**src/rtl/perceptron_sum_sequencer_if.sv**
```systemverilog
// Start/term/sum handshake bundle plus the operand/result wires of the shared external adder.
// The sequencer connects through the slave modport; the surrounding datapath uses master.
interface perceptron_sum_sequencer_if #(
    parameter int W = 33
);
    logic         start_i;
    logic         clear_i;
    logic [W-1:0] bias_i;
    logic [W-1:0] term_i;
    logic         term_valid_i;
    logic         term_ready_o;
    logic [W-1:0] add_a_o;
    logic [W-1:0] add_b_o;
    logic [W-1:0] add_sum_i;
    logic [W-1:0] sum_o;
    logic         sum_valid_o;
    logic         sum_ready_i;
    logic         busy_o;
    logic         overflow_o;

    modport slave (
        input  start_i, clear_i, bias_i, term_i, term_valid_i, add_sum_i, sum_ready_i,
        output term_ready_o, add_a_o, add_b_o, sum_o, sum_valid_o, busy_o, overflow_o
    );

    modport master (
        output start_i, clear_i, bias_i, term_i, term_valid_i, add_sum_i, sum_ready_i,
        input  term_ready_o, add_a_o, add_b_o, sum_o, sum_valid_o, busy_o, overflow_o
    );
endinterface

```
**src/rtl/perceptron_sum_sequencer.sv**
```systemverilog
// Sequences an external combinational adder to form bias + term[0] + ... + term[NUM_INPUTS-1].
// Define SUM_SATURATE_EN to clamp the accumulator on signed overflow instead of wrapping.
module perceptron_sum_sequencer #(
    parameter int SIGN       = 1,
    parameter int Q_M        = 16,
    parameter int Q_N        = 16,
    parameter int NUM_INPUTS = 4
) (
    input  logic                      clk_i,
    input  logic                      rst_ni,
    perceptron_sum_sequencer_if.slave bus
);
    localparam int         W        = SIGN + Q_M + Q_N;
    localparam logic [7:0] LAST_IDX = 8'(NUM_INPUTS - 1);

    typedef enum logic [1:0] {
        S_IDLE,
        S_ACCUM,
        S_DONE
    } state_t;

    state_t       r_state;
    state_t       w_state_next;
    logic [W-1:0] r_acc;
    logic [7:0]   r_count;
    logic         r_overflow;

    logic         w_term_ready;
    logic         w_sum_valid;
    logic         w_busy;
    logic         w_term_hs;
    logic         w_last_term;
    logic         w_overflow_det;
    logic [W-1:0] w_acc_next;

    assign w_term_hs      = bus.term_valid_i & w_term_ready;
    assign w_last_term    = (r_count == LAST_IDX);
    assign w_overflow_det = (r_acc[W-1] == bus.term_i[W-1]) &&
                            (bus.add_sum_i[W-1] != r_acc[W-1]);

`ifdef SUM_SATURATE_EN
    // Operand signs agree whenever overflow is flagged, so acc's sign picks the clamp direction.
    assign w_acc_next = !w_overflow_det ? bus.add_sum_i :
                        r_acc[W-1]      ? {1'b1, {(W-1){1'b0}}} :
                                          {1'b0, {(W-1){1'b1}}};
`else
    assign w_acc_next = bus.add_sum_i;
`endif

    // NOTE: registers use non-blocking assignments so every flop samples pre-edge values.
    always_ff @(posedge clk_i or negedge rst_ni) begin
        if (!rst_ni) begin
            r_state <= S_IDLE;
        end else begin
            r_state <= w_state_next;
        end
    end

    // NOTE: each combinational output gets a default first, so no path can infer a latch.
    always_comb begin
        w_state_next = r_state;
        if (bus.clear_i) begin
            w_state_next = S_IDLE;
        end else begin
            case (r_state)
                S_IDLE:  if (bus.start_i)              w_state_next = S_ACCUM;
                S_ACCUM: if (w_term_hs && w_last_term) w_state_next = S_DONE;
                S_DONE:  if (bus.sum_ready_i)          w_state_next = S_IDLE;
                default:                               w_state_next = S_IDLE;
            endcase
        end
    end

    always_comb begin
        w_term_ready = 1'b0;
        w_sum_valid  = 1'b0;
        w_busy       = 1'b1;
        case (r_state)
            S_IDLE:  w_busy       = 1'b0;
            S_ACCUM: w_term_ready = 1'b1;
            S_DONE:  w_sum_valid  = 1'b1;
            default: w_busy       = 1'b1;
        endcase
    end

    // clear_i abandons the sum but leaves acc untouched; start re-seeds it from bias.
    always_ff @(posedge clk_i or negedge rst_ni) begin
        if (!rst_ni) begin
            r_acc      <= '0;
            r_count    <= '0;
            r_overflow <= 1'b0;
        end else if (bus.clear_i) begin
            r_count    <= '0;
            r_overflow <= 1'b0;
        end else begin
            case (r_state)
                S_IDLE: begin
                    if (bus.start_i) begin
                        r_acc      <= bus.bias_i;
                        r_count    <= '0;
                        r_overflow <= 1'b0;
                    end
                end
                S_ACCUM: begin
                    if (w_term_hs) begin
                        r_acc   <= w_acc_next;
                        r_count <= r_count + 8'd1;
                        if (w_overflow_det) begin
                            r_overflow <= 1'b1;
                        end
                    end
                end
                default: ;
            endcase
        end
    end

    assign bus.term_ready_o = w_term_ready;
    assign bus.sum_valid_o  = w_sum_valid;
    assign bus.busy_o       = w_busy;
    assign bus.add_a_o      = r_acc;
    assign bus.add_b_o      = bus.term_i;
    assign bus.sum_o        = r_acc;
    assign bus.overflow_o   = r_overflow;
endmodule

```
**src/flat_wrapper.sv**
```systemverilog
// flat-port wrapper written by rule: the top's interface ports become plain ports
module perceptron_sum_sequencer_flat 
#(
    parameter int SIGN       = 1,
    parameter int Q_M        = 16,
    parameter int Q_N        = 16,
    parameter int NUM_INPUTS = 4
)
  (clk_i, rst_ni, bus_start_i, bus_clear_i, bus_bias_i, bus_term_i, bus_term_valid_i, bus_add_sum_i, bus_sum_ready_i, bus_term_ready_o, bus_add_a_o, bus_add_b_o, bus_sum_o, bus_sum_valid_o, bus_busy_o, bus_overflow_o);
  perceptron_sum_sequencer_if #(.W((33))) bus_i ();
  input  logic clk_i;
  input  logic rst_ni;
  input wire logic [$bits(bus_i.start_i)-1:0] bus_start_i;
  input wire logic [$bits(bus_i.clear_i)-1:0] bus_clear_i;
  input wire logic [$bits(bus_i.bias_i)-1:0] bus_bias_i;
  input wire logic [$bits(bus_i.term_i)-1:0] bus_term_i;
  input wire logic [$bits(bus_i.term_valid_i)-1:0] bus_term_valid_i;
  input wire logic [$bits(bus_i.add_sum_i)-1:0] bus_add_sum_i;
  input wire logic [$bits(bus_i.sum_ready_i)-1:0] bus_sum_ready_i;
  output wire logic [$bits(bus_i.term_ready_o)-1:0] bus_term_ready_o;
  output wire logic [$bits(bus_i.add_a_o)-1:0] bus_add_a_o;
  output wire logic [$bits(bus_i.add_b_o)-1:0] bus_add_b_o;
  output wire logic [$bits(bus_i.sum_o)-1:0] bus_sum_o;
  output wire logic [$bits(bus_i.sum_valid_o)-1:0] bus_sum_valid_o;
  output wire logic [$bits(bus_i.busy_o)-1:0] bus_busy_o;
  output wire logic [$bits(bus_i.overflow_o)-1:0] bus_overflow_o;
  assign bus_i.start_i = bus_start_i;
  assign bus_i.clear_i = bus_clear_i;
  assign bus_i.bias_i = bus_bias_i;
  assign bus_i.term_i = bus_term_i;
  assign bus_i.term_valid_i = bus_term_valid_i;
  assign bus_i.add_sum_i = bus_add_sum_i;
  assign bus_i.sum_ready_i = bus_sum_ready_i;
  assign bus_term_ready_o = bus_i.term_ready_o;
  assign bus_add_a_o = bus_i.add_a_o;
  assign bus_add_b_o = bus_i.add_b_o;
  assign bus_sum_o = bus_i.sum_o;
  assign bus_sum_valid_o = bus_i.sum_valid_o;
  assign bus_busy_o = bus_i.busy_o;
  assign bus_overflow_o = bus_i.overflow_o;
  perceptron_sum_sequencer #(.SIGN(SIGN), .Q_M(Q_M), .Q_N(Q_N), .NUM_INPUTS(NUM_INPUTS)) u_core (.clk_i(clk_i), .rst_ni(rst_ni), .bus(bus_i));
endmodule
```
**config.mk**
```make
export PLATFORM = sky130hd
export DESIGN_NAME = perceptron_sum_sequencer_flat
export DESIGN_NICKNAME = d
export VERILOG_FILES = /design/src/rtl/perceptron_sum_sequencer_if.sv /design/src/rtl/perceptron_sum_sequencer.sv /design/src/flat_wrapper.sv
export SDC_FILE = /design/constraint.sdc
export NUM_CORES = 1
export LEC_CHECK = 0
export CORE_ASPECT_RATIO = 1.25
export CORE_MARGIN = 8
export CORE_UTILIZATION = 36
export DETAILED_ROUTE_END_ITERATION = 7
export GPL_TIMING_DRIVEN = 0
export PLACE_DENSITY = 0.93
export SETUP_SLACK_MARGIN = 0.5
export SYNTH_ARGS = -nofsm -noshare
export SYNTH_HDL_FRONTEND = slang
export SYNTH_SLANG_ARGS = --single-unit
```
**constraint.sdc**
```tcl
create_clock -name clk_i -period 4.1 [get_ports clk_i]
set_input_delay 0.82 -clock clk_i [delete_from_list [all_inputs] [get_ports clk_i]]
set_output_delay 0.82 -clock clk_i [all_outputs]
set_load 0.03 [all_outputs]
```
==> results of run 1 <==
[cell usage after synthesis (all sizes together)]
cell	number	area share, %
buf	76	21
mux2i	34	13
nand3b	2	0.57
a32oi	1	0.33
a21oi	8	1.5
o21ai	39	7.4
nand3	5	0.94
clkbuf	3	0.42
nand2	37	5.2
o21a	1	0.28
nor3b	1	0.28
and3	1	0.24
nor3	1	0.19
or4b	1	0.38
inv	4	0.57
or3	5	1.2
nor2b	1	0.24
dfrtp	44	41
nor4	3	0.94
or2	2	0.47
nand2b	1	0.24
ha	1	0.47
mux2	2	0.85
nor2	10	1.4
a41o	1	0.38
o211ai	1	0.28
[registers in the layout, indices dropped and copies added, names as in the netlist]
register	cells
u_core.bus.add_a_o	33
u_core.bus.overflow_o	1
u_core.r_count	8
u_core.r_state	2
[through the flow]
step / hold WS (ps) / total power [mW] / instances / worst slack (ps) / util (%)
floorplan: 506 / 1.03 / 285 / 2150 / -
global placement: 482 / 1.41 / 551 / 1070 / 62.0
detailed placement: 493 / 1.44 / 552 / 1170 / 62.4
CTS: 514 / 1.72 / 560 / 1150 / 63.6
global route: 525 / 1.78 / 560 / 1070 / 63.6
finish: 508 / 1.70 / 560 / 1170 / 63.6
[how the worst max path moves through the flow]
stage / startpoint / endpoint / slack (ps) / depth (start not counted)
2_1_floorplan: u_core.r_state[0] / bus_term_ready_o / 2150 / 5
3_3_place_gp: rst_ni / u_core.bus.add_a_o[8] / 1070 / 1
3_5_place_dp: bus_term_i[32] / bus_add_b_o[32] / 1170 / 3
4_1_cts: u_core.r_state[0] / bus_term_ready_o / 1150 / 6
5_1_grt: u_core.r_state[0] / bus_term_ready_o / 1070 / 6
6_report: bus_term_i[32] / bus_add_b_o[32] / 1170 / 3
[placed cells by master (no fill, tap or decap), types with 6 or more instances in the layout]
cell type,instances
clkdlybuf4s50_1,173
buf_4,70
dfrtp_1,44
o21ai_0,39
nand2_1,37
mux2i_1,34
nor2_1,10
a21oi_1,8
buf_2,7
clkbuf_8,6
[metal layers]
metal  vias up  part of all wire [%]  GRT usage (%)
li1       1262                     -              -
met1      1229                    34           16.6
met2       139                    55           34.2
met3        10                   9.0           6.46
met4         0                   1.4           4.85
met5         -                     0              0
[power breakdown]
part | switching, mW | internal (mW) | total (mW)
Clock | 0.142 | 0.138 | 0.280
Combinational | 0.450 | 0.421 | 0.871
Sequential | 0.0539 | 0.494 | 0.548
[cell type report]
cell class	instances	area, µm²	share of cell area (%)
repair buffers	175	1760	38.2
flip-flops and latches	44	1100	23.8
multi-input cells	158	971	21.0
plain buffers	79	567	12.3
well taps	92	115	2.49
clock buffers	8	90.1	1.95
inverters	4	15.0	0.325
[cells by family after synthesis]
| family | after synthesis | share of synthesized area, % |
|---|---|---|
| AOI/OAI and AO/OA | 51 | 10.1 |
| adders and majority gates | 1 | 0.471 |
| buffers and inverters | 83 | 21.9 |
| DFF | 44 | 41.5 |
| muxes | 36 | 13.7 |
| and+or+nand+nor | 70 | 12.3 |
==> results.tsv, run 1 <==
metric	value	unit
grt_usage	17.7	%
slew_violations	0	
clockBufferDepth	2	
cts_tree	yes	
crit_path_start_kind	input port	
area_growth	74.2	%
n_antenna_cell	0	
die_h	112	µm
cp.arrival	2110	ps
first_pass_iters	4	
clock-sinks	44	
r2r_start	u_core.r_state[0]	
die_area	10400	µm²
setup-violations-final	0	
post_cts_buffers	0	
worstHoldStart	u_core.bus.overflow_o	
max_slew_margin	61.8	%
place_congestion	0.840	
slowest_delay	660	ps
min_period_over_period	71.5	%
path_common_cell	clkdlybuf4s50_1	
cp_max_fo	3	
ys_seq_area_share	41.5	%
cts.clk_slew.worst_paths	80	ps
cts_hold_buffers	0	
cap_violations	0	
vias	2640	
io_pins	208	
wl_per_cell	17.0	µm
regToRegEndpoint	u_core.bus.add_a_o[8]	
powerDensity	367	nW/µm²
post_cts_resize_count	0	
finClkSkew	9.51	ps
finalHoldViolCount	0	
wirelength	9540	µm
first_global_vias	2958	
ys_ff_latch	44	
core-area	7270	µm²
path_delay_family	buffers and inverters	
grt_max_degree	24	
fin_area	4620	µm²
drc	0	
cts.htree.levels	2	
postRouteAntennaNets	0	
total_leakage_power	2.14	nW
worstPathCellList	clkdlybuf4s50_1, buf_4, clkdlybuf4s50_1	
irDropWorstVdd	0.241	mV
grt_pass1_wl	14800	µm
io_buffers	174	
syn_area	2650	µm²
crit_buf_inv	3	
critPathSlowestCell	clkdlybuf4s50_1	
post_drt_via_cell_ratio	4.71	
max_slew.worst_pin.slew	573	ps
rows	35	
nFillCells	591	
placed_area	4530	µm²
die_x	92.8	µm
hold_path_class	flip-flop to flip-flop	
r2r.worst_path.cells	6	
grt-ovfl-total	0	
final_nets	573	
hpwlAfterDp	8180	µm
min_path_cells	1	
synth_area_per_cell	9.31	µm²
root_buffer	clkbuf_8	
reg2reg_slack	2460	ps
antenna_found_initial	0	
worst-setup-path-type	input port to primary output	
clock_latency	290	ps
rsz0062_at_grt	no	
yosys_warnings	0	
worstPathRequired	3280	ps
drt_iter0_markers	57	
synth_cells	285	
cts_buffers	5	
syn_nets	391	
fin_crit	2930	ps
status	finished, final reports clean	
hold_end	u_core.bus.overflow_o	
start_util	36.5	%
fmax	341	MHz
tns	0	ps
synth.distinct_cells	28	
drive_gt1_share	19.0	%
endpoint_kind	primary output	
No activity file was read; power rests on OpenSTA's default activity.
==> inputs of run 2 (changes only) <==
--- a/config.mk
+++ b/config.mk
@@ -7,10 +7,10 @@
 export LEC_CHECK = 0
 export CORE_ASPECT_RATIO = 1.25
 export CORE_MARGIN = 8
-export CORE_UTILIZATION = 36
+export CORE_UTILIZATION = 30
 export DETAILED_ROUTE_END_ITERATION = 7
 export GPL_TIMING_DRIVEN = 0
-export PLACE_DENSITY = 0.93
+export PLACE_DENSITY = 0.84
 export SETUP_SLACK_MARGIN = 0.5
 export SYNTH_ARGS = -nofsm -noshare
 export SYNTH_HDL_FRONTEND = slang
==> constraint.sdc (replaced) <==
create_clock -name clk_i -period 2.55 [get_ports clk_i]
set_input_delay 0.51 -clock clk_i [delete_from_list [all_inputs] [get_ports clk_i]]
set_output_delay 0.51 -clock clk_i [all_outputs]
set_load 0.03 [all_outputs]
==> run 2 against run 1 <==
Register-to-register slack got worse by 1500 ps; final area up 1.5%; sequential share of layout area down 0.35 points; critical path type is now flip-flop to primary output; hold slack got worse by 320 ps; setup slack got worse by 610 ps; largest cell class unchanged; largest power group unchanged; first-iteration DRC count is 11% higher; count of clock-buffer cells in the layout down 2; critical path depth decreased by 1; cell count rose by 5.5%.
==> results.tsv, run 2 (same netlist as run 1, synthesis figures left out) <==
metric	value	unit	change
wl_per_cell	16.3	µm	was 17.0 µm
drive_gt1_share	20.4	%	was 19.0%
n_antenna_cell	0		unchanged
drc	0		unchanged
grt_max_degree	25		was 24
die_x	100	µm	was 92.8 µm
grt_usage	15.2	%	was 17.7%
max_slew_margin	62.8	%	was 61.8%
clockBufferDepth	2		unchanged
clock-sinks	44		unchanged
clock_latency	300	ps	was 290 ps
cp_max_fo	3		unchanged
p_total	2.74	mW	was 1.70 mW
final_nets	576		was 573
crit_path_start_kind	flip-flop		was input port
rows	38		was 35
first_pass_iters	4		unchanged
endpoint_kind	primary output		unchanged
die_area	12100	µm²	was 10,400 µm²
root_buffer	clkbuf_8		unchanged
min_period_over_period	77.9	%	
cap_violations	0		unchanged
final_cell_mix	clkdlybuf4s50_1 (166), buf_4 (72), dfrtp_1 (44)		was clkdlybuf4s50_1 (173), buf_4 (70), dfrtp_1 (44)
final_common_cell	clkdlybuf4s50_1		unchanged
place_congestion	0.799		was 0.840
powerDensity	584	nW/µm²	was 367 nW/µm²
cts_buffers	5		unchanged
hold_ws	189	ps	was 508 ps
finalHoldViolCount	0		unchanged
drt_iter0_markers	63		was 57
total_leakage_power	2.20	nW	was 2.14 nW
grt_pass1_wl	14600	µm	was 14,800 µm
post_drt_via_cell_ratio	4.47		was 4.71
irDropWorstVdd	0.254	mV	was 0.241 mV
die_h	121	µm	was 112 µm
wirelength	9640	µm	was 9540 µm
status	finished, final reports clean		unchanged
slowest_delay	660	ps	about the same
grt-ovfl-total	0		unchanged
worstPathCellList	buf_4, clkdlybuf4s50_1		was clkdlybuf4s50_1, buf_4, clkdlybuf4s50_1
cp.arrival	1480	ps	was 2110 ps
cts_tree	yes		unchanged
hpwlAfterDp	8160	µm	was 8180 µm
final-instance-count-excl-fill	591		was 560
setup-violations-final	0		unchanged
max_slew.worst_pin.slew	557	ps	was 573 ps
vias	2639		was 2,640
finClkSkew	4.78	ps	was 9.51 ps
worst-setup-path-type	flip-flop to primary output		was input port to primary output
largest_reg_flops	33		unchanged
area_growth	76.8	%	was 74.2%
core-area	8650	µm²	was 7270 µm²
rsz0062_at_grt	yes		was no
critPathSlowestCell	clkdlybuf4s50_1		unchanged
io_pins	208		unchanged
postRouteAntennaNets	0		unchanged
start_util	30.7	%	was 36.5%
hold_path_class	input port to asynchronous set/reset pin		was flip-flop to flip-flop
cts.htree.levels	2		unchanged
path_delay_family	buffers and inverters		unchanged
crit_buf_inv	2		was 3
reg2reg_slack	940	ps	was 2460 ps
cts.clk_slew.worst_paths	90	ps	was 80 ps
io_buffers	174		unchanged
place_inst	580		was 552
slew_violations	0		unchanged
fin_crit	1990	ps	
fmax	503	MHz	
first_global_vias	2789		was 2,958
worstPathRequired	2040	ps	was 3280 ps
antenna_found_initial	0		unchanged
==> run 2: cell types whose count changed in the layout (fill, tap and decap cells not counted), moves of 2 or more <==
| cell | change |
|---|---|
| clkdlybuf4s50_1 | -7 |
| buf_4 | +2 |
| clkbuf_1 | -2 |
| clkinv_2 | +2 |
| dlygate4sd2_1 | +2 |
| dlymetal6s2s_1 | +2 |
==> run 2: where the power goes <==
part	internal, mW	switching (mW)	leakage (nW)	total, mW
registers	0.794	0.0863	0.560	0.880
logic	0.678	0.723	1.59	1.40
clock network	0.217	0.244	0.0510	0.461
total	1.69	1.05	2.20	2.74
==> run 2: metal layers <==
layer	global-route usage (%)	wire length, µm	vias to the layer above
met2	28.6	5020	149
met5	0	0	-
met3	5.63	1030	8
met1	14.6	3450	1218
li1	-	-	1264
met4	5.50	143	0
==> run 2: final timing paths <==
check	to	startpoint	depth (start not counted)
max in group asynchronous	u_core.bus.add_a_o[27]	rst_ni	2
min reg2reg	u_core.bus.add_a_o[2]	u_core.bus.add_a_o[2]	2
min	u_core.bus.add_a_o[16]	rst_ni	1
max	bus_sum_o[31]	u_core.bus.add_a_o[31]	2
min in group clk_i	u_core.bus.add_a_o[2]	u_core.bus.add_a_o[2]	2
max reg2reg	u_core.bus.add_a_o[3]	u_core.r_state[0]	6
==> run 2: area by class of cell <==
cell class / count / area (µm²)
Timing Repair Buffer: 178 / 1780
Inverter: 4 / 15.0
Fill cell: 809 / 3960
Sequential cell: 44 / 1100
Multi-Input combinational cell: 158 / 971
Clock inverter: 2 / 10.0
Clock buffer: 6 / 82.6
Buffer: 79 / 581
Tap cell: 120 / 150
==> run 2: timing repair <==
item,CTS,global route
hold buffers,0,0
setup buffers,0,3
setup endpoints to repair,5,5
gates resized for setup,8,12
==> run 2: through the flow <==
step / TNS [ps] / utilization [%] / setup WS [ps] / cell area, µm²
finish: 0 / 54.2 / 562 / 4690
global route: 0 / 54.2 / 487 / 4690
CTS: 0 / 53.9 / 291 / 4660
detailed placement: 0 / 52.8 / 234 / 4570
global placement: -12300 / 52.5 / -282 / 4550
floorplan: 0 / - / 910 / 2650
